File: src/rtl/data_bus_if.sv
// Wishbone classic master for the MEM stage data port.
// One access at a time; the pipeline is stalled while the bus is busy.
module data_bus_if #(
  parameter int TIMEOUT = 255
) (
  input  logic        clk,
  input  logic        rst,
  input  logic        stall_i,
  input  logic        flush_i,
  input  logic        cpu_ce_i,
  input  logic        cpu_we_i,
  input  logic [31:0] cpu_addr_i,
  input  logic [3:0]  cpu_sel_i,
  input  logic [31:0] cpu_data_i,
  output logic [31:0] cpu_data_o,
  output logic        stallreq_o,
  output logic        bus_err_o,
  output logic [31:0] wb_adr_o,
  output logic [31:0] wb_dat_o,
  output logic [3:0]  wb_sel_o,
  output logic        wb_we_o,
  output logic        wb_stb_o,
  output logic        wb_cyc_o,
  input  logic [31:0] wb_dat_i,
  input  logic        wb_ack_i
);

  typedef enum logic [1:0] {
    IDLE,
    BUSY,
    HOLD
  } state_t;

  state_t      state_q;
  state_t      state_d;
  logic [31:0] cnt_q;
  logic [31:0] rd_buf_q;
  logic        cyc_q;
  logic        start;
  logic        done;
  logic        tmo;
  logic        fin;

  always_comb begin
    state_d    = state_q;
    start      = 1'b0;
    done       = 1'b0;
    tmo        = 1'b0;
    fin        = 1'b0;
    stallreq_o = 1'b0;
    bus_err_o  = 1'b0;
    cpu_data_o = '0;
    unique case (state_q)
      IDLE: begin
        start      = cpu_ce_i & ~flush_i;
        stallreq_o = start;
        if (start) state_d = BUSY;
      end
      BUSY: begin
        // flush beats ack, ack beats timeout
        if (flush_i) begin
          fin     = 1'b1;
          state_d = IDLE;
        end else if (wb_ack_i) begin
          fin        = 1'b1;
          done       = 1'b1;
          cpu_data_o = wb_dat_i;
          state_d    = stall_i ? HOLD : IDLE;
        end else if (cnt_q == 32'(TIMEOUT)) begin
          fin       = 1'b1;
          tmo       = 1'b1;
          bus_err_o = 1'b1;
          state_d   = stall_i ? HOLD : IDLE;
        end else begin
          stallreq_o = 1'b1;
        end
      end
      HOLD: begin
        cpu_data_o = rd_buf_q;
        if (!stall_i) state_d = IDLE;
      end
      default: state_d = IDLE;
    endcase
    if (rst) begin
      stallreq_o = 1'b0;
      bus_err_o  = 1'b0;
      cpu_data_o = '0;
    end
  end

  always_ff @(posedge clk) begin
    if (rst) begin
      state_q  <= IDLE;
      cnt_q    <= '0;
      rd_buf_q <= '0;
      cyc_q    <= 1'b0;
      wb_adr_o <= '0;
      wb_dat_o <= '0;
      wb_sel_o <= '0;
      wb_we_o  <= 1'b0;
    end else begin
      state_q <= state_d;
      if (start) begin
        wb_adr_o <= cpu_addr_i;
        wb_dat_o <= cpu_data_i;
        wb_sel_o <= cpu_sel_i;
        wb_we_o  <= cpu_we_i;
        cyc_q    <= 1'b1;
        cnt_q    <= '0;
      end else if (state_q == BUSY) begin
        if (fin) cyc_q <= 1'b0;
        else cnt_q <= cnt_q + 32'd1;
        if (done) rd_buf_q <= wb_dat_i;
        if (tmo) rd_buf_q <= '0;
      end
    end
  end

  assign wb_cyc_o = cyc_q;
  assign wb_stb_o = cyc_q;

endmodule

File: config.mk
export PLATFORM = sky130hd
export DESIGN_NAME = data_bus_if
export DESIGN_NICKNAME = d
export VERILOG_FILES = /design/src/rtl/data_bus_if.sv
export SDC_FILE = /design/constraint.sdc
export NUM_CORES = 1
export LEC_CHECK = 0
export BUFFER_PORTS_ARGS = -buffer_cell sky130_fd_sc_hd__buf_4
export CORE_ASPECT_RATIO = 1.25
export CORE_MARGIN = 4
export CORE_UTILIZATION = 50
export CTS_CLUSTER_DIAMETER = 150
export CTS_CLUSTER_SIZE = 20
export DETAILED_ROUTE_END_ITERATION = 10
export PLACE_DENSITY_LB_ADDON = 0.08
export SETUP_SLACK_MARGIN = 0.15
export SKIP_LAST_GASP = 1
export SYNTH_ARGS = -nofsm -noshare
export SYNTH_HDL_FRONTEND = slang
export SYNTH_SLANG_ARGS = --single-unit
export TNS_END_PERCENT = 5
File: constraint.sdc
create_clock -name clk -period 2.28 [get_ports clk]
set_input_delay 0.228 -clock clk [delete_from_list [all_inputs] [get_ports clk]]
set_output_delay 0.228 -clock clk [all_outputs]
set_load 0.05 [all_outputs]
### Yosys cells after proc, flatten, opt, wreduce, memory -nomap -nowiden

Index checks and enable logic that the tools add are counted.
Widths: inputs -> output; s select.

* logic and storage cells: 61
* input bits: 107
* register bits: 136
* output and inout port bits: 105

* $add $sub $neg: 1
* equal/unequal tests: 6
* bitwise logic cells: 4
* reduce and logical (&&, ||, !) cells: 9
* mux-type cells: 33

Operator list (number)
* $mux 32: 5
* $pmux 32 s2: 1
* $add 32x1->32 const B: 1
* $eq 32x8->1 const B: 1
* $mux 1: 19
* $mux 2: 6
* $pmux 2 s3: 1
* $reduce_and 3->1: 2
* $reduce_bool 2->1: 3
* $ne 2x2->1 const B: 2
* $ne 4x4->1 const B: 1
* $reduce_and 2->1: 2
* $not 1->1: 3
* $eq 2x1->1 const B: 1
* $eq 2x2->1 const B: 1
* $logic_not 2->1: 1
* $pmux 1 s2: 1
* $reduce_or 2->1: 1
* $and 1x1->1: 1

### Longest topological paths before layout

Gate-level depths: netlist of the first run.

* word-level depth: 8
* depth in mapped cells: 8
* depth with buffers taken out: 7

### Worst setup path after synthesis of the first run

No wires, ideal clock.

* kind: flip-flop to output port
* start: reg cnt_q[0]
* end: out bus_err_o
* arrival: 2.495 ns
* required time: 2.052 ns
* stages on the path, launching flop included: 5
* slack: -0.443 ns
* buffers on the path: 0
* cells stage by stage: dfxtp_1 -> ha_1 -> and4_1 -> nand4_1 -> nor4_1

* longest elaborated chain between the ends: 6

RTL lines
* start, declared: line 36 `logic [31:0] cnt_q;`
* start signal, assigned: line 112 `else cnt_q <= cnt_q + 32'd1;`
* $eq 32x8->1: line 69 `end else if (cnt_q == 32'(TIMEOUT)) begin`
* $mux 1: line 69
* $mux 1: line 64 `end else if (wb_ack_i) begin`
* $mux 1: line 61 `if (flush_i) begin`
* $mux 1: line 53 `unique case (state_q)`
* $mux 1: line 84 `if (rst) begin`
* end, declared: line 17 `output logic bus_err_o,`

Every way passes these cells.

### Final worst setup path of the first run

* start: reg cnt_q[8]
* end: out bus_err_o

Same word-level chain as after synthesis.

==> flow_summary.yaml, run 1 <==
run_status:
  result_of_the_run: "finished, final reports clean"
yosys:
  synth-warning-count: 0
  asyncSetResetFlopFracSynth_pct: 0
  synthesis.area_per_instance_um2: 7.70
  top_cell_type_s_share_of_synthesized_area_pct: 45.2
  ys_seq_elements: 136
  synth_top_cells_by_count: "nand2_1 (190), dfxtp_1 (136), a21oi_1 (81)"
  ys_types: 44
  synth-edff-count: 0
  dominantRegCellSynth: "dfxtp_1"
  synthesis.nets: 893
  synth_sequential_area_ratio_pct: 45.2
  synth_area_um2: 6020
  synthMostInstantiatedCell: "nand2_1"
  synth_area_leaders: "dfxtp_1 (45%), nand2_1 (12%), a21oi_1 (6.7%)"
  synthCells: 782
  yosysTopAreaCell: "dfxtp_1"
placed_design:
  place_hpwl_mm: 12.9
  port_buffers: 211
  gpl.final_weighted_congestion: 0.830
  place_worst_setup_slack_ns: 0.0825
clock_tree:
  clk_latency_ns: 0.42
  tritoncts_clock_tree: "built"
  tritoncts.num_buffers: 17
  cts_root_buffer: "clkbuf_16"
  clock_path_buffers: 2
  clk_pin_slew_ns: 0.07
  cts.sink_count: 136
  htree_num_levels: 4
  post_cts_hold_buffer_count: 0
global_routing:
  global_route.peak_usage_layer: "met2"
  wire_length_of_the_first_global_routing_pass_mm: 31.0
  antenna_found_initial: 0
  groute.usage.overall_pct: 27.5
  grtUsageMet2_pct: 49.0
  grt_remaining_overflow: 0
  vias_in_the_first_global_route: 6405
  met1_usage_pct: 30.9
  pin_count_of_the_biggest_net_entering_global_routing: 72
  gr-usage-met3_pct: 9.48
sta:
  setup_tns_ns: 0
  grt_setup_unrepaired: "yes"
  max_slew_margin_pct: 51.9
  finalCritPeriodShare_pct: 98.6
  fin_worst_skew_ns: 0.0136
  final-max-slew-violation-count: 0
  final.min_clock_period_ns: 2.25
  final_hold_viol_count: 0
  worst_pin_slew_ns: 0.722
  setup_viol_count_final: 0
  post_route_worst_setup_slack_ns: 0.0308
  fmax_ghz: 0.445
min_path:
  min_from: "cpu_data_i[4]"
  destination_of_the_worst_hold_path: "wb_dat_o[4]$_SDFFE_PP0P_"
  worst_hold_path.num_cells: 3
  min_path_type: "in2reg"
final_layout:
  post_route_cells_drive_above_1_share_pct: 35.6
  n_fill_cell: 900
  synthToLayoutAreaGrowth_pct: 45.8
  antenna_cells: 0
  layout.area.seq_um2: 2740
  multiInputGateArea_um2: 3300
  finish.net_count: 1087
die:
  placement_rows: 44
  floorplan.core_area_um2: 11700
  initial_standard_cell_utilization_of_the_core_pct: 51.4
  num_io_pins: 212
  dieArea_um2: 13900
  die_width_um: 106
  die_y_um: 131
power:
  vdd_ir_drop_max_v: 0.000543
  cellLeakagePower_uw: 0.00336
  p_per_area_nw_per_um2: 688
  report.power.total_uw: 6040
worst_setup_path:
  regToRegEndpoint: "cnt_q[19]$_SDFFE_PP0P_"
  worst_ep_required_time_ns: 2.05
  cp-end-kind: "output port"
  crit_path_max_fanout: 6
  crit_arrival_ns: 2.02
  timing.critical_path.from_type: "register"
  worst-setup-path-type: "reg2out"
  crit-reg2reg-launch: "cnt_q[0]$_SDFFE_PP0P_"
  r2r_slack_ns: 0.23
  reg2reg_depth: 8
flow_run:
  timing.max_cap.violations: 0
routing:
  drt-total-wl_mm: 19.2
  first_iter_violations: 409
  drt-wirelength-per-cell_um: 16.7
  post-route-drc-count: 0
  route.vias.total: 6536
  firstDrtPassIters: 5
  final_antenna_net_count: 0
  viasPerCell: 5.68
## registers in the layout, indices dropped and copies added (netlist names)
signal	cells
rd_buf_q	32
wb_dat_o	32
state_q	2
wb_cyc_o	1
wb_we_o	1
wb_sel_o	4
wb_adr_o	32
cnt_q	32
## repair_timing
action	CTS	global route
gates resized for setup	57	10
cloned	2	0
setup endpoints to repair	34	41
setup buffers	5	3
pin swaps	1	5
## worst max-delay path by stage
stage	start	to	slack (ns)	cells after the start
after floorplan	state_q[1]$_SDFFE_PP0P_	cpu_data_o[10]	0.09	8
after global placement	cnt_q[0]$_SDFFE_PP0P_	stallreq_o	0.26	7
after detailed placement	state_q[0]$_SDFFE_PP0P_	cpu_data_o[25]	0.08	5
after CTS	cnt_q[0]$_SDFFE_PP0P_	bus_err_o	0.04	6
after global routing	cnt_q[8]$_SDFFE_PP0P_	bus_err_o	-0.06	5
final	cnt_q[8]$_SDFFE_PP0P_	bus_err_o	0.03	5
## per-stage QoR
step	hold WS (ns)	cell area (µm²)	utilization, %	std cells
after floorplan	0.364	6110	-	782
after global placement	0.443	7810	66.6	1108
after detailed placement	0.449	7810	66.6	1108
after CTS	0.0462	8720	74.4	1147
after global routing	0.0526	8780	74.9	1150
final	0.0511	8780	74.9	1150
## worst max-delay path, cell delays in order, from the launching register on
cell and delay (ns):
dfxtp_1 0.37, nor4_2 0.33, nand4_1 0.22, buf_4 0.22, nor4_4 0.27, buf_6 0.20
## routing by layer
metal	wire, µm	part of all wire [%]	vias up
li1	-	-	3122
met1	7130	37	3083
met2	9820	51	288
met3	1800	9.4	43
met4	459	2.4	0
met5	0	0	-
## cells in the final DEF (no fill, tap or decap), drive strengths merged, types with 3 or more instances in the layout
cell type	instances
a21oi	81
a22oi	32
a31oi	33
and2	3
and3	8
and4	8
buf	237
clkbuf	18
clkinvlp	4
dfxtp	136
ha	4
inv	10
nand2	190
nand3	76
nand4	14
nor2	58
nor2b	3
nor4	8
o21ai	11
o31ai	3
or3	7
or4	5
xnor2	3
xor2	14
## logic make-up after synthesis
kind of cell             synth area share [%]
multiplexers                            0.166
XOR/XNOR                                 2.47
adder cells (fa/ha/maj)                 0.831
flip-flops                               45.2
AND/OR/NAND/NOR                          30.1
buffers and inverters                    4.57
AO/OA/AOI/OAI                            16.7
## layout make-up
| type | count | share of cell area (%) |
|---|---|---|
| Clock inverter | 14 | 1.57 |
| Timing Repair Buffer | 238 | 22.3 |
| Inverter | 3 | 0.128 |
| Clock buffer | 18 | 5.00 |
| Multi-Input combinational cell | 580 | 37.5 |
| Sequential cell | 136 | 31.2 |
| Tap cell | 161 | 2.29 |
## power breakdown
group,internal [µW],switching [µW],total (µW)
Sequential,2460,56.6,2520
Combinational,309,541,850
Clock,1560,1120,2670
Total,4330,1710,6040
Power figures use the tool's default switching activity.
==> run 2: changes to the inputs <==
--- a/config.mk
+++ b/config.mk
@@ -8,7 +8,7 @@
 export BUFFER_PORTS_ARGS = -buffer_cell sky130_fd_sc_hd__buf_4
 export CORE_ASPECT_RATIO = 1.25
 export CORE_MARGIN = 4
-export CORE_UTILIZATION = 50
+export CORE_UTILIZATION = 54
 export CTS_CLUSTER_DIAMETER = 150
 export CTS_CLUSTER_SIZE = 20
 export DETAILED_ROUTE_END_ITERATION = 10
==> constraint.sdc (replaced) <==
create_clock -name clk -period 2.7 [get_ports clk]
set_input_delay 0.27 -clock clk [delete_from_list [all_inputs] [get_ports clk]]
set_output_delay 0.27 -clock clk [all_outputs]
set_load 0.05 [all_outputs]
==> run 2 against run 1 <==
Die area down 6.9%. Sequential share of layout area up 1.6 points. Utilization up 2.2 points. Final cell count down 3.0%. Power down 14%. Largest power group unchanged. Highest routed layer unchanged.
==> flow_summary.yaml, run 2 (synthesized netlist as in run 1, its figures left out) <==
final_layout:
  antenna_cells: 0
  top_library_cells_by_usage_in_the_layout_fill_and_taps_aside: "buf_4 (231), nand2_1 (189), dfxtp_1 (136), a21oi_1 (81), nand3_1 (75)"
  n_fill_cell: 778
  finish.net_count: 1081
  mostFrequentLayoutCell: "buf_4"
  synthToLayoutAreaGrowth_pct: 37.8
  post_route_cells_drive_above_1_share_pct: 28.4
  stdcell_count: 1115
worst_setup_path:
  worst_path_dominant_cell_family: "simple AND/OR/NAND/NOR gates"
  crit_path_cell_trace: "ha_1, and4_1, nand4_1, o21ai_4, a21oi_1, buf_4"
  r2r_slack_ns: 0.33
  timing.critical_path.from_type: "register"
  crit-reg2reg-launch: "state_q[1]$_SDFFE_PP0P_"
  crit_slowest_cell: "dfxtp_1"
  regToRegEndpoint: "cnt_q[7]$_SDFFE_PP0P_"
  cp-end-kind: "output port"
  crit_path_max_fanout: 7
  reg2reg_depth: 9
  crit_arrival_ns: 2.20
  worst-setup-path-type: "reg2out"
  slowest_delay_ns: 0.38
  crit_buf_inv: 1
  worst_ep_required_time_ns: 2.43
flow_run:
  timing.max_cap.violations: 0
sta:
  max_slew_margin_pct: 53.4
  finalCritPeriodShare_pct: 91.3
  final_hold_viol_count: 0
  worst_pin_slew_ns: 0.700
  fmax_ghz: 0.406
  grt_setup_unrepaired: "yes"
  fin_worst_skew_ns: 0.00850
  final-max-slew-violation-count: 0
  setup_viol_count_final: 0
  setup_tns_ns: 0
  final.min_clock_period_ns: 2.47
clock_tree:
  htree_num_levels: 4
  tritoncts_clock_tree: "built"
  tritoncts.num_buffers: 17
  post_cts_hold_buffer_count: 0
  clk_latency_ns: 0.41
  clock_path_buffers: 2
  cts_root_buffer: "clkbuf_16"
  cts.sink_count: 136
  clk_pin_slew_ns: 0.06
min_path:
  worst_hold_path.num_cells: 3
  destination_of_the_worst_hold_path: "wb_dat_o[10]$_SDFFE_PP0P_"
  min_path_type: "in2reg"
  min_from: "cpu_data_i[10]"
die:
  floorplan.core_area_um2: 10800
  dieArea_um2: 12900
  initial_standard_cell_utilization_of_the_core_pct: 55.9
  num_io_pins: 212
  die_width_um: 102
  placement_rows: 42
  die_y_um: 126
routing:
  drt-total-wl_mm: 18.2
  firstDrtPassIters: 5
  post-route-drc-count: 0
  first_iter_violations: 403
  final_antenna_net_count: 0
  drt-wirelength-per-cell_um: 16.3
  route.vias.total: 6416
  viasPerCell: 5.75
power:
  switching_power_uw: 1390
  swShare_pct: 26.9
  cellLeakagePower_uw: 0.00327
  p_per_area_nw_per_um2: 624
  intPower_uw: 3790
  share_seq_of_total_power_pct: 41.0
  power.combinational.fraction_pct: 13.3
  vdd_ir_drop_max_v: 0.000419
  power.clock.fraction_pct: 45.7
global_routing:
  pin_count_of_the_biggest_net_entering_global_routing: 70
  groute.usage.overall_pct: 27.5
  wire_length_of_the_first_global_routing_pass_mm: 29.0
  grt_remaining_overflow: 0
  vias_in_the_first_global_route: 6092
  antenna_found_initial: 0
placed_design:
  placed_cells_incl_taps: 1077
  place_hpwl_mm: 12.3
  port_buffers: 211
  gpl.final_weighted_congestion: 0.889
run_status:
  result_of_the_run: "finished, final reports clean"
-- run 2: cell types whose count changed in the layout (fill, tap and decap cells not counted), moves of 4 or more --
cell     change
a22oi_2     -16
dfxtp_2      -6
buf_6       -24
nor4_1       +4
buf_4       +22
dfxtp_1      +8
a22oi_1     +16
inv_6        -4
nor2_2      -32
nor2_1      +32
-- run 2: cell type report --
class	count	area [µm²]	area share, %
clock inverter	14	174	2.09
multi-input combinational	580	3050	36.7
timing repair buffer	232	1750	21.1
sequential	136	2720	32.8
clock buffer	18	429	5.17
inverter	3	11.3	0.136
tap	132	165	1.99
-- run 2: worst min-delay path, cell delays in order --
cell and delay (ns):
buf_4 0.11, nand2_1 0.04, a21oi_1 0.05
-- run 2: per-stage QoR --
step | setup slack, ns | hold slack [ns] | util (%) | area, µm² | total power (µW)
5_1_grt | 0.102 | 0.0953 | 77.1 | 8300 | 5340
6_report | 0.235 | 0.0982 | 77.1 | 8300 | 5180
3_5_place_dp | 0.453 | 0.447 | 71.0 | 7640 | 2840
4_1_cts | 0.167 | 0.0905 | 76.6 | 8260 | 5200
2_1_floorplan | 0.256 | 0.406 | - | 6030 | 2570
3_3_place_gp | 0.479 | 0.443 | 71.0 | 7640 | 2830
-- run 2: power by group through the flow --
stage	Combinational, µW	Sequential [µW]	Clock [µW]
detailed placement	681	2160	0
floorplan	224	2340	0
CTS	684	2120	2390
global route	735	2130	2480
global placement	669	2160	0
finish	688	2120	2370
-- run 2: how the worst max path moves through the flow --
stage | startpoint | to | slack, ns | cells past startpoint
after floorplan | state_q[1]$_SDFFE_PP0P_ | cpu_data_o[10] | 0.26 | 8
after detailed placement | cnt_q[0]$_SDFFE_PP0P_ | state_q[0]$_SDFFE_PP0P_ | 0.45 | 7
after global routing | cnt_q[0]$_SDFFE_PP0P_ | stallreq_o | 0.10 | 6
final | cnt_q[0]$_SDFFE_PP0P_ | stallreq_o | 0.23 | 6
after global placement | cnt_q[0]$_SDFFE_PP0P_ | state_q[0]$_SDFFE_PP0P_ | 0.48 | 7
after CTS | cnt_q[0]$_SDFFE_PP0P_ | stallreq_o | 0.17 | 6
-- run 2: timing repair --
action / in CTS / in global routing
pin swaps: 0 / 1
gates cloned: 0 / 0
gates resized for setup: 1 / 1
buffers inserted: 0 / 6
endpoints found under the setup margin: 1 / 16
-- run 2: layer usage --
layer  share of wire (%)  track usage, %
met1                  36            30.9
met2                  51            47.1
met3                  11            11.2
met4                 2.1            8.03
met5                   0               0
